`src/rtl/bcd_freq_counter.sv`:
```
// Gated frequency counter: counts sig_in rising edges over GATE_CYCLES clk cycles as 4-digit BCD; FREQ_OVERFLOW_EN adds saturation and an overflow flag.
// Latency: edge sampled on clk N is counted on N+2; BCDfreq/valid update one cycle after LATCH, period GATE_CYCLES+1.
// Backpressure: none; en starts/continues gates and aborts a gate in progress when dropped.
module bcd_freq_counter #(
  parameter int GATE_CYCLES = 100000000
) (
  input  logic        clk,
  input  logic        reset,
  input  logic        en,
  input  logic        sig_in,
  output logic [15:0] BCDfreq,
  output logic        valid
`ifdef FREQ_OVERFLOW_EN
  ,
  output logic        overflow
`endif
);

  localparam int GW = $clog2(GATE_CYCLES);
  localparam logic [GW-1:0] GATE_LAST = GW'(GATE_CYCLES - 1);

`ifdef FREQ_OVERFLOW_EN
  localparam bit SATURATE = 1'b1;
`else
  localparam bit SATURATE = 1'b0;
`endif

  typedef enum logic [1:0] {IDLE, COUNT, LATCH} state_t;

  state_t          state, state_nxt;
  logic            sync1, sync2, sync2_prev;
  logic            edge_det;
  logic            gate_last;
  logic            counting;
  logic [GW-1:0]   gate_cnt;
  logic [15:0]     bcd_cnt;

  // Decade-carry increment; a digit at 9 rolls to 0 and carries upward.
  function automatic logic [15:0] bcd_inc(input logic [15:0] v);
    logic [15:0] r;
    logic        carry;
    r     = v;
    carry = 1'b1;
    for (int i = 0; i < 4; i++) begin
      if (carry) begin
        if (r[4*i +: 4] >= 4'd9) begin
          r[4*i +: 4] = 4'd0;
        end else begin
          r[4*i +: 4] = r[4*i +: 4] + 4'd1;
          carry       = 1'b0;
        end
      end
    end
    return r;
  endfunction

  assign edge_det  = sync2 & ~sync2_prev;
  assign gate_last = (gate_cnt == GATE_LAST);
  // Counting continues through the final gate cycle but not into an abort.
  assign counting  = (state == COUNT) && (state_nxt != IDLE);

  always_ff @(posedge clk or negedge reset) begin
    if (!reset) begin
      sync1      <= 1'b0;
      sync2      <= 1'b0;
      sync2_prev <= 1'b0;
    end else begin
      sync1      <= sig_in;
      sync2      <= sync1;
      sync2_prev <= sync2;
    end
  end

  always_ff @(posedge clk or negedge reset) begin
    if (!reset) state <= IDLE;
    else        state <= state_nxt;
  end

  always_comb begin
    state_nxt = state;
    case (state)
      IDLE:    if (en) state_nxt = COUNT;
      COUNT: begin
        if (!en)            state_nxt = IDLE;
        else if (gate_last) state_nxt = LATCH;
      end
      LATCH:   state_nxt = en ? COUNT : IDLE;
      default: state_nxt = IDLE;
    endcase
  end

  always_ff @(posedge clk or negedge reset) begin
    if (!reset) begin
      gate_cnt <= '0;
      bcd_cnt  <= '0;
      BCDfreq  <= '0;
      valid    <= 1'b0;
    end else begin
      valid <= (state == LATCH);
      if (state == LATCH) BCDfreq <= bcd_cnt;

      if ((state == COUNT) && (state_nxt == COUNT)) gate_cnt <= gate_cnt + 1'b1;
      else                                          gate_cnt <= '0;

      if (counting) begin
        if (edge_det && !(SATURATE && (bcd_cnt == 16'h9999))) bcd_cnt <= bcd_inc(bcd_cnt);
      end else begin
        bcd_cnt <= '0;
      end
    end
  end

`ifdef FREQ_OVERFLOW_EN
  logic ovf_flag;

  // Sticky for the current gate; published together with BCDfreq.
  always_ff @(posedge clk or negedge reset) begin
    if (!reset) begin
      ovf_flag <= 1'b0;
      overflow <= 1'b0;
    end else begin
      if (state == LATCH) overflow <= ovf_flag;
      if (counting) begin
        if (edge_det && (bcd_cnt == 16'h9999)) ovf_flag <= 1'b1;
      end else begin
        ovf_flag <= 1'b0;
      end
    end
  end
`endif

endmodule

```
`config.mk`:
```
export PLATFORM = sky130hd
export DESIGN_NAME = bcd_freq_counter
export DESIGN_NICKNAME = d
export VERILOG_FILES = /design/src/rtl/bcd_freq_counter.sv
export SDC_FILE = /design/constraint.sdc
export NUM_CORES = 1
export LEC_CHECK = 0
export ABC_AREA = 1
export CORE_MARGIN = 3
export CORE_UTILIZATION = 44
export CTS_CLUSTER_DIAMETER = 30
export DETAILED_ROUTE_END_ITERATION = 10
export PLACE_DENSITY = 0.69
export SLEW_MARGIN = 25
export SYNTH_ARGS = -nofsm -noshare
export SYNTH_HDL_FRONTEND = slang
export SYNTH_SLANG_ARGS = --single-unit
```
`constraint.sdc`:
```
create_clock -name clk -period 4.03 [get_ports clk]
set_input_delay 0.806 -clock clk [delete_from_list [all_inputs] [get_ports clk]]
set_output_delay 0.806 -clock clk [all_outputs]
set_load 0.03 [all_outputs]
```
==> impl.org <==
** Synth
- The area fraction in compound gates after synthesis was 0.04554.
- The number of nets handed over by synthesis was 467.
- Of the total synthesized cell area, the portion taken by full adders, half adders and majority gates is 0.04661.
- Of the total synthesized cell area, the portion taken by XOR and XNOR cells is 0.05020.
- Distinct cells, synth :: 26
- Register area share after synthesis :: 0.4661
- Area share of and/or/nand/nor cells after synthesis :: 0.3302
- Synthesized area per cell :: 7.755 µm²
- In this run the cell area of the synthesized design comes to 3490 µm².
- In this run, synthesis produced a sequential element count of 65.
- After technology mapping, the gate count stands at 450.
- After synthesis, the share of cell area in mux cells is 0.
- By area, the combinational part of the netlist is dominated by simple AND/OR/NAND/NOR gates.
- For this run, the number of Yosys warnings is 0.

** Global routing
- The initial antenna violation count was 0.
- Global routing finished with a remaining overflow of 0.
- Number of global-route vias before repair :: 2803
- The first global-routing pass estimated 12.65 mm of wire.
- Pin count of the biggest net entering global routing :: 48
- For this run, the total global-route usage over all layers was measured as 0.1798.

** Floorplanning
- Total Die Area :: 9035 µm²
- For this design the top-level I/O count stands at 21.
- Initial standard-cell utilization of the core :: 0.4662
- After floorplanning, the core was divided into 31 placement rows.
- Y dimension of the die :: 95.06 µm
- Width of the die :: 95.06 µm
- Core region area :: 7486 µm²

** Critical path
- Grouping stages by cell kind, the critical path spends the most delay in buffers and inverters.
- Destination of the worst register-to-register timing path :: gate_cnt[12]
- STA classifies the critical path startpoint as a flip-flop.
- Cells traversed along the worst timing path :: clkdlybuf4s50_1
- Largest fanout on the critical path :: 2
- Cell type of the slowest stage on the worst timing path :: sky130_fd_sc_hd__clkdlybuf4s50_1
- Element type at the critical path end :: output port
- Max stage delay on crit path :: 0.70 ns
- Data arrives at the worst endpoint at 1.40 ns.
- Critical path buffer and inverter count :: 1
- Tracing the worst setup path back leads to its startpoint at BCDfreq[5].
- FF-to-FF Start :: gate_cnt[0]
- R2R depth :: 8
- Slack of the worst reg-to-reg path :: 2.25 ns
- Type of the worst setup path :: reg2out
- In this run the number of cells on the critical path is 1.
- Data on the critical path is required at its endpoint by 3.22 ns.
- In this run the worst setup path terminates at BCDfreq[5].

** Detailed routing
- In the routed design, unresolved DRC markers number 0.
- Using the TritonRoute via totals, the vias-per-cell ratio works out to 4.855.
- DR vias :: 2821
- In the final routed layout, each cell accounts on average for 12.38 µm.
- Summed over all layers, the routed wires come to 7.190 mm.
- Number of iterations in the first detailed-routing pass :: 4
- Violation count after the first detailed-route iteration :: 90
- Post-DRT Antenna Nets :: 0

** Clock network
- Buffers added to address setup during post-CTS repair amount to 0.
- Clock tree from TritonCTS :: done
- Post-CTS repair changed the size of 0 cells.
- Maximum number of buffers from clock root to sink :: 2
- At the later pin of the worst-skew pair, clock insertion delay measures 0.34 ns.
- After clock tree synthesis, the clock-pin slew on the worst setup and hold paths is 0.08 ns.
- Clk Tree Root Cell :: sky130_fd_sc_hd__clkbuf_8
- CTS Hold Buffers Added :: 0
- The H-tree generated during clock tree synthesis spans 3 levels.
- Clock buffers created by TritonCTS :: 9
- TritonCTS Sinks :: 65

** Cells and area
- In the layout the commonest cells are sky130_fd_sc_hd__nand2_1, sky130_fd_sc_hd__nor2_1, sky130_fd_sc_hd__dfrtp_1.
- The library cell used most frequently in the layout, excluding fill and tap cells, is sky130_fd_sc_hd__nand2_1.
- The layout has 694 filler cells.
- The net count of the finished layout is 494.
- The number of antenna diodes in the final layout is 0.
- The area growth from synthesis to layout is 15.09%.
- Of the cells placed in the final design, the portion with a size suffix greater than 1 is 0.07261.

** Power
- The share of total power dissipated in sequential elements is 0.464.
- Of the total power, combinational logic draws 0.080.
- Worst ir drop on vdd :: 0.1945 mV
- Internal power comes to 1129 µW.
- Summed over all cells, the static leakage comes to 0.001747 µW.
- Net Sw Frac :: 0.2375
- In this run the power density over the cells is 368.5 nW/µm².
- Total net switching power :: 351.5 µW
- The share of total power dissipated in the clock network is 0.457.

** Placement
- Buffers placed on the I/O ports in this run total 20.
- Final RePlAce weighted congestion :: 0.9140
- Detailed-placement wirelength estimate :: 5.260 mm

** Timing
- For the final routed database, the setup TNS stands at 0 ns.
- The number of failing hold endpoints at the final stage came to 0.
- On the final layout, the worst hold slack is 0.3502 ns.
- Max Slew Vio Count :: 0
- At the pin with the least slew margin, the transition time is 0.7493 ns.
- Timing would allow up to 453.7 MHz.
- Post-layout min period :: 2.204 ns
- Setup violations remaining at the end of the flow were counted as 0.
- Unrepaired setup endpoints after global routing :: no
- Worst setup skew after layout :: 0.009287 ns
- Measured against its own limit, the worst slew margin works out to 0.4999.
- Final critical-path share of the clock period :: 0.5469

** Job
- Max-cap violations in this run came to 0.

** Hold path
- The worst hold path passes through 0 cells.
- Worst Hold Class :: reg2reg

** Run status
- The run finished with clean final reports.
[area by class of cell]
type                            instances  area [µm²]  area share
Tap cell                               99       123.9     0.03084
Multi-Input combinational cell        336        1649      0.4106
Clock buffer                           11       141.4     0.03520
Clock inverter                          5       102.6     0.02555
Timing Repair Buffer                   21       205.2     0.05109
Sequential cell                        65        1627      0.4050
Inverter                               44       167.7     0.04174
[through the flow]
stage / total power, µW / instance area (µm²) / cells / utilization / setup slack [ns]
3_5_place_dp: 818.0 / 3772 / 565 / 0.5039 / 1.639
4_1_cts: 1494 / 4016 / 581 / 0.5365 / 1.816
5_1_grt: 1548 / 4016 / 581 / 0.5365 / 1.774
3_3_place_gp: 811.8 / 3770 / 565 / 0.5036 / 1.734
2_1_floorplan: 780.5 / 3490 / 450 / - / 2.398
6_report: 1480 / 4016 / 581 / 0.5365 / 1.826
[kinds of logic (layout without fill, tap and decap cells)]
family / Yosys count / after routing
xor+xnor: 20 / 20
flops: 65 / 65
compound gates: 31 / 31
fa+ha+maj: 13 / 13
buf+inv: 49 / 81
simple gates: 272 / 272
[sequential cells by signal, summed over array words and instances, names as in the netlist]
signal and count:
state 2, valid 1, gate_cnt 27, bcd_cnt 16
sync1 1, sync2 1, BCDfreq 16, sync2_prev 1
[per-layer routing]
metal,routed length [µm],vias up,global-route usage
met5,0,-,0
met4,115,0,0.05288
met3,325,8,0.05683
met2,3258,55,0.2748
met1,3491,1304,0.2456
li1,-,1454,-
[worst min-delay path by stage]
| stage | to | slack (ns) | startpoint |
|---|---|---|---|
| finish | sync2 | 0.35 | sync1 |
| global route | sync2 | 0.37 | sync1 |
| CTS | sync2 | 0.35 | sync1 |
| detailed placement | sync2 | 0.34 | sync1 |
| global placement | sync2 | 0.33 | sync1 |
| floorplan | sync2 | 0.33 | sync1 |
[cell usage after synthesis]
cell	instances	area (µm²)
sky130_fd_sc_hd__nand2_1	139	521.8
sky130_fd_sc_hd__nor2_1	83	311.6
sky130_fd_sc_hd__dfrtp_1	65	1627
sky130_fd_sc_hd__inv_1	41	153.9
sky130_fd_sc_hd__o21ai_0	25	125.1
sky130_fd_sc_hd__nand3_1	23	115.1
sky130_fd_sc_hd__ha_1	13	162.7
sky130_fd_sc_hd__xor2_1	12	105.1
sky130_fd_sc_hd__xnor2_1	8	70.07
sky130_fd_sc_hd__nand4_1	5	31.28
sky130_fd_sc_hd__nor2_2	5	31.28
sky130_fd_sc_hd__nor3_1	5	25.02
sky130_fd_sc_hd__a21oi_1	4	20.02
sky130_fd_sc_hd__clkbuf_1	3	11.26
sky130_fd_sc_hd__nand2_2	3	18.77
sky130_fd_sc_hd__inv_2	2	7.510
sky130_fd_sc_hd__nand2_4	2	22.52
sky130_fd_sc_hd__nand3_2	2	20.02
sky130_fd_sc_hd__nand3b_1	2	15.01
sky130_fd_sc_hd__nor2_4	2	22.52
sky130_fd_sc_hd__buf_12	1	20.02
sky130_fd_sc_hd__buf_8	1	15.01
sky130_fd_sc_hd__inv_4	1	6.260
sky130_fd_sc_hd__nand3_4	1	17.52
sky130_fd_sc_hd__o21bai_1	1	7.510
sky130_fd_sc_hd__o22ai_1	1	6.260
[power by group through the flow]
stage,registers (µW),logic (µW),clock network [µW]
after floorplan,693,87.3,0
after global placement,698,114,0
after detailed placement,698,120,0
after CTS,686,120,688
after global routing,688,138,722
final,686,118,676
No activity file was read; power rests on OpenSTA's default activity.
==> patch: new RTL, same settings <==
Change the parameter `GATE_CYCLES` from 100000000 to 50000000.
--- a/src/rtl/bcd_freq_counter.sv
+++ b/src/rtl/bcd_freq_counter.sv
@@ -2,7 +2,7 @@
 // Latency: edge sampled on clk N is counted on N+2; BCDfreq/valid update one cycle after LATCH, period GATE_CYCLES+1.
 // Backpressure: none; en starts/continues gates and aborts a gate in progress when dropped.
 module bcd_freq_counter #(
-  parameter int GATE_CYCLES = 100000000
+  parameter int GATE_CYCLES = 50000000
 ) (
   input  logic        clk,
   input  logic        reset,
Check against the original RTL: no difference found for any inputs over 10 cycles, from zero or initial values and one cycle with reset low; that may be too few to reach the edited logic, so the function may still have changed.
==> patch against the original RTL <==
  * Power grew 0.45%
  * First-iteration DRC count grew 110%
  * Largest power group is now the clock network
  * Routed wire length shrank 4.9%
  * Setup slack gained 10 ps
  * Sequential share of layout area grew 0.18 points
  * Design area shrank 2.0%
  * Synthesized area shrank 2.8%
  * Largest cell class is now sequential cells
  * Sequential cell count shrank 1
==> patch: results <==
export IMPL_nets=481
export IMPL_ys_top_cells_by_count="nand2_1, nor2_1, dfrtp_1"
export IMPL_worst_pin_slew_ps=722
export IMPL_clockRootBuffer="clkbuf_8"
export IMPL_vdd_drop_max_uv=162
export IMPL_ys_seq_area_frac=0.472
export IMPL_cts_setup_buffers=0
export IMPL_cts_buffers_inserted=9
export IMPL_grt_pass1_wl_mm=12.1
export IMPL_grt_usage=0.174
export IMPL_vias_per_cell=4.79
export IMPL_dpl_hpwl_mm=4.82
export IMPL_layout_drive_gt1_share=0.0704
export IMPL_drt_antenna_violating_nets=0
export IMPL_synth_ff_type="dfrtp_1"
export IMPL_gp_congestion=0.941
export IMPL_synth_area_top_cells="dfrtp_1, nand2_1, nor2_1"
export IMPL_yosysWarnings=0
export IMPL_slowest_stage="clkdlybuf4s50_1"
export IMPL_finClkSkew_ps=11.0
export IMPL_n_antenna_cell=0
export IMPL_leakagePower_nw=1.74
export IMPL_routed_wl_mm=6.84
export IMPL_crit_path_max_incr_delay_ps=680
export IMPL_antenna_found_initial=0
export IMPL_firstDrtPassIters=4
export IMPL_synth_fp_nets=454
export IMPL_top_regs="gate_cnt x26, BCDfreq x16, bcd_cnt x16"
export IMPL_drtIter0Drc=192
export IMPL_status="complete, no violations"
export IMPL_io_buffers=20
export IMPL_grt_max_degree=51
export IMPL_nFillCells=704
patch: cell types whose count changed after synthesis, moves of 2 or more:
cell      delta
nor2_2       -2
buf_6        +2
nor2_1       -6
nand2_1      +3
a21oi_1      -2
o21ai_0      -2
clkinv_2     +2
nor3_1       -2
patch: cell type report:
cell class / count / area share
tap: 99 / 0.0315
multi-input combinational: 323 / 0.403
timing repair buffer: 21 / 0.0521
clock inverter: 7 / 0.0318
clock buffer: 9 / 0.0315
sequential: 64 / 0.407
inverter: 45 / 0.0435
patch: path summary, 6_finish.rpt:
kind	from	to	slack [ps]	cells after the start
max	BCDfreq[15]	BCDfreq[15]	1840	1
min	sync1	sync2	350	0
max reg2reg	gate_cnt[0]	gate_cnt[19]	2320	8
min reg2reg	sync1	sync2	350	0
max in group asynchronous	reset	gate_cnt[8]	2870	2
min in group asynchronous	reset	BCDfreq[4]	460	1
patch: stage by stage:
step / area (um2) / worst slack (ps) / std cells / hold slack, ps
5_1_grt: 3940 / 1790 / 568 / 361
3_5_place_dp: 3690 / 1630 / 552 / 341
4_1_cts: 3940 / 1810 / 568 / 359
6_report: 3940 / 1840 / 568 / 354
2_1_floorplan: 3390 / 2390 / 437 / 331
3_3_place_gp: 3690 / 1730 / 552 / 338
patch: logic make-up after synthesis:
| family | Yosys count | share of synthesized area |
|---|---|---|
| AND/OR/NAND/NOR | 263 | 0.328 |
| flip-flops | 64 | 0.472 |
| buffers and inverters | 50 | 0.0605 |
| AO/OA/AOI/OAI | 27 | 0.0402 |
| XOR/XNOR | 20 | 0.0516 |
| adder cells (fa/ha/maj) | 13 | 0.0479 |
patch: layer usage:
layer	wire length (um)	GRT usage
met1	3490	0.244
met2	2950	0.260
met3	245	0.0321
met4	152	0.0830
met5	0	0
patch: report_power, final:
group          leakage (nW)  internal [W]  switching [W]
Sequential            0.882      0.000656      0.0000202
Combinational         0.729     0.0000348      0.0000775
Clock                 0.125      0.000418       0.000279
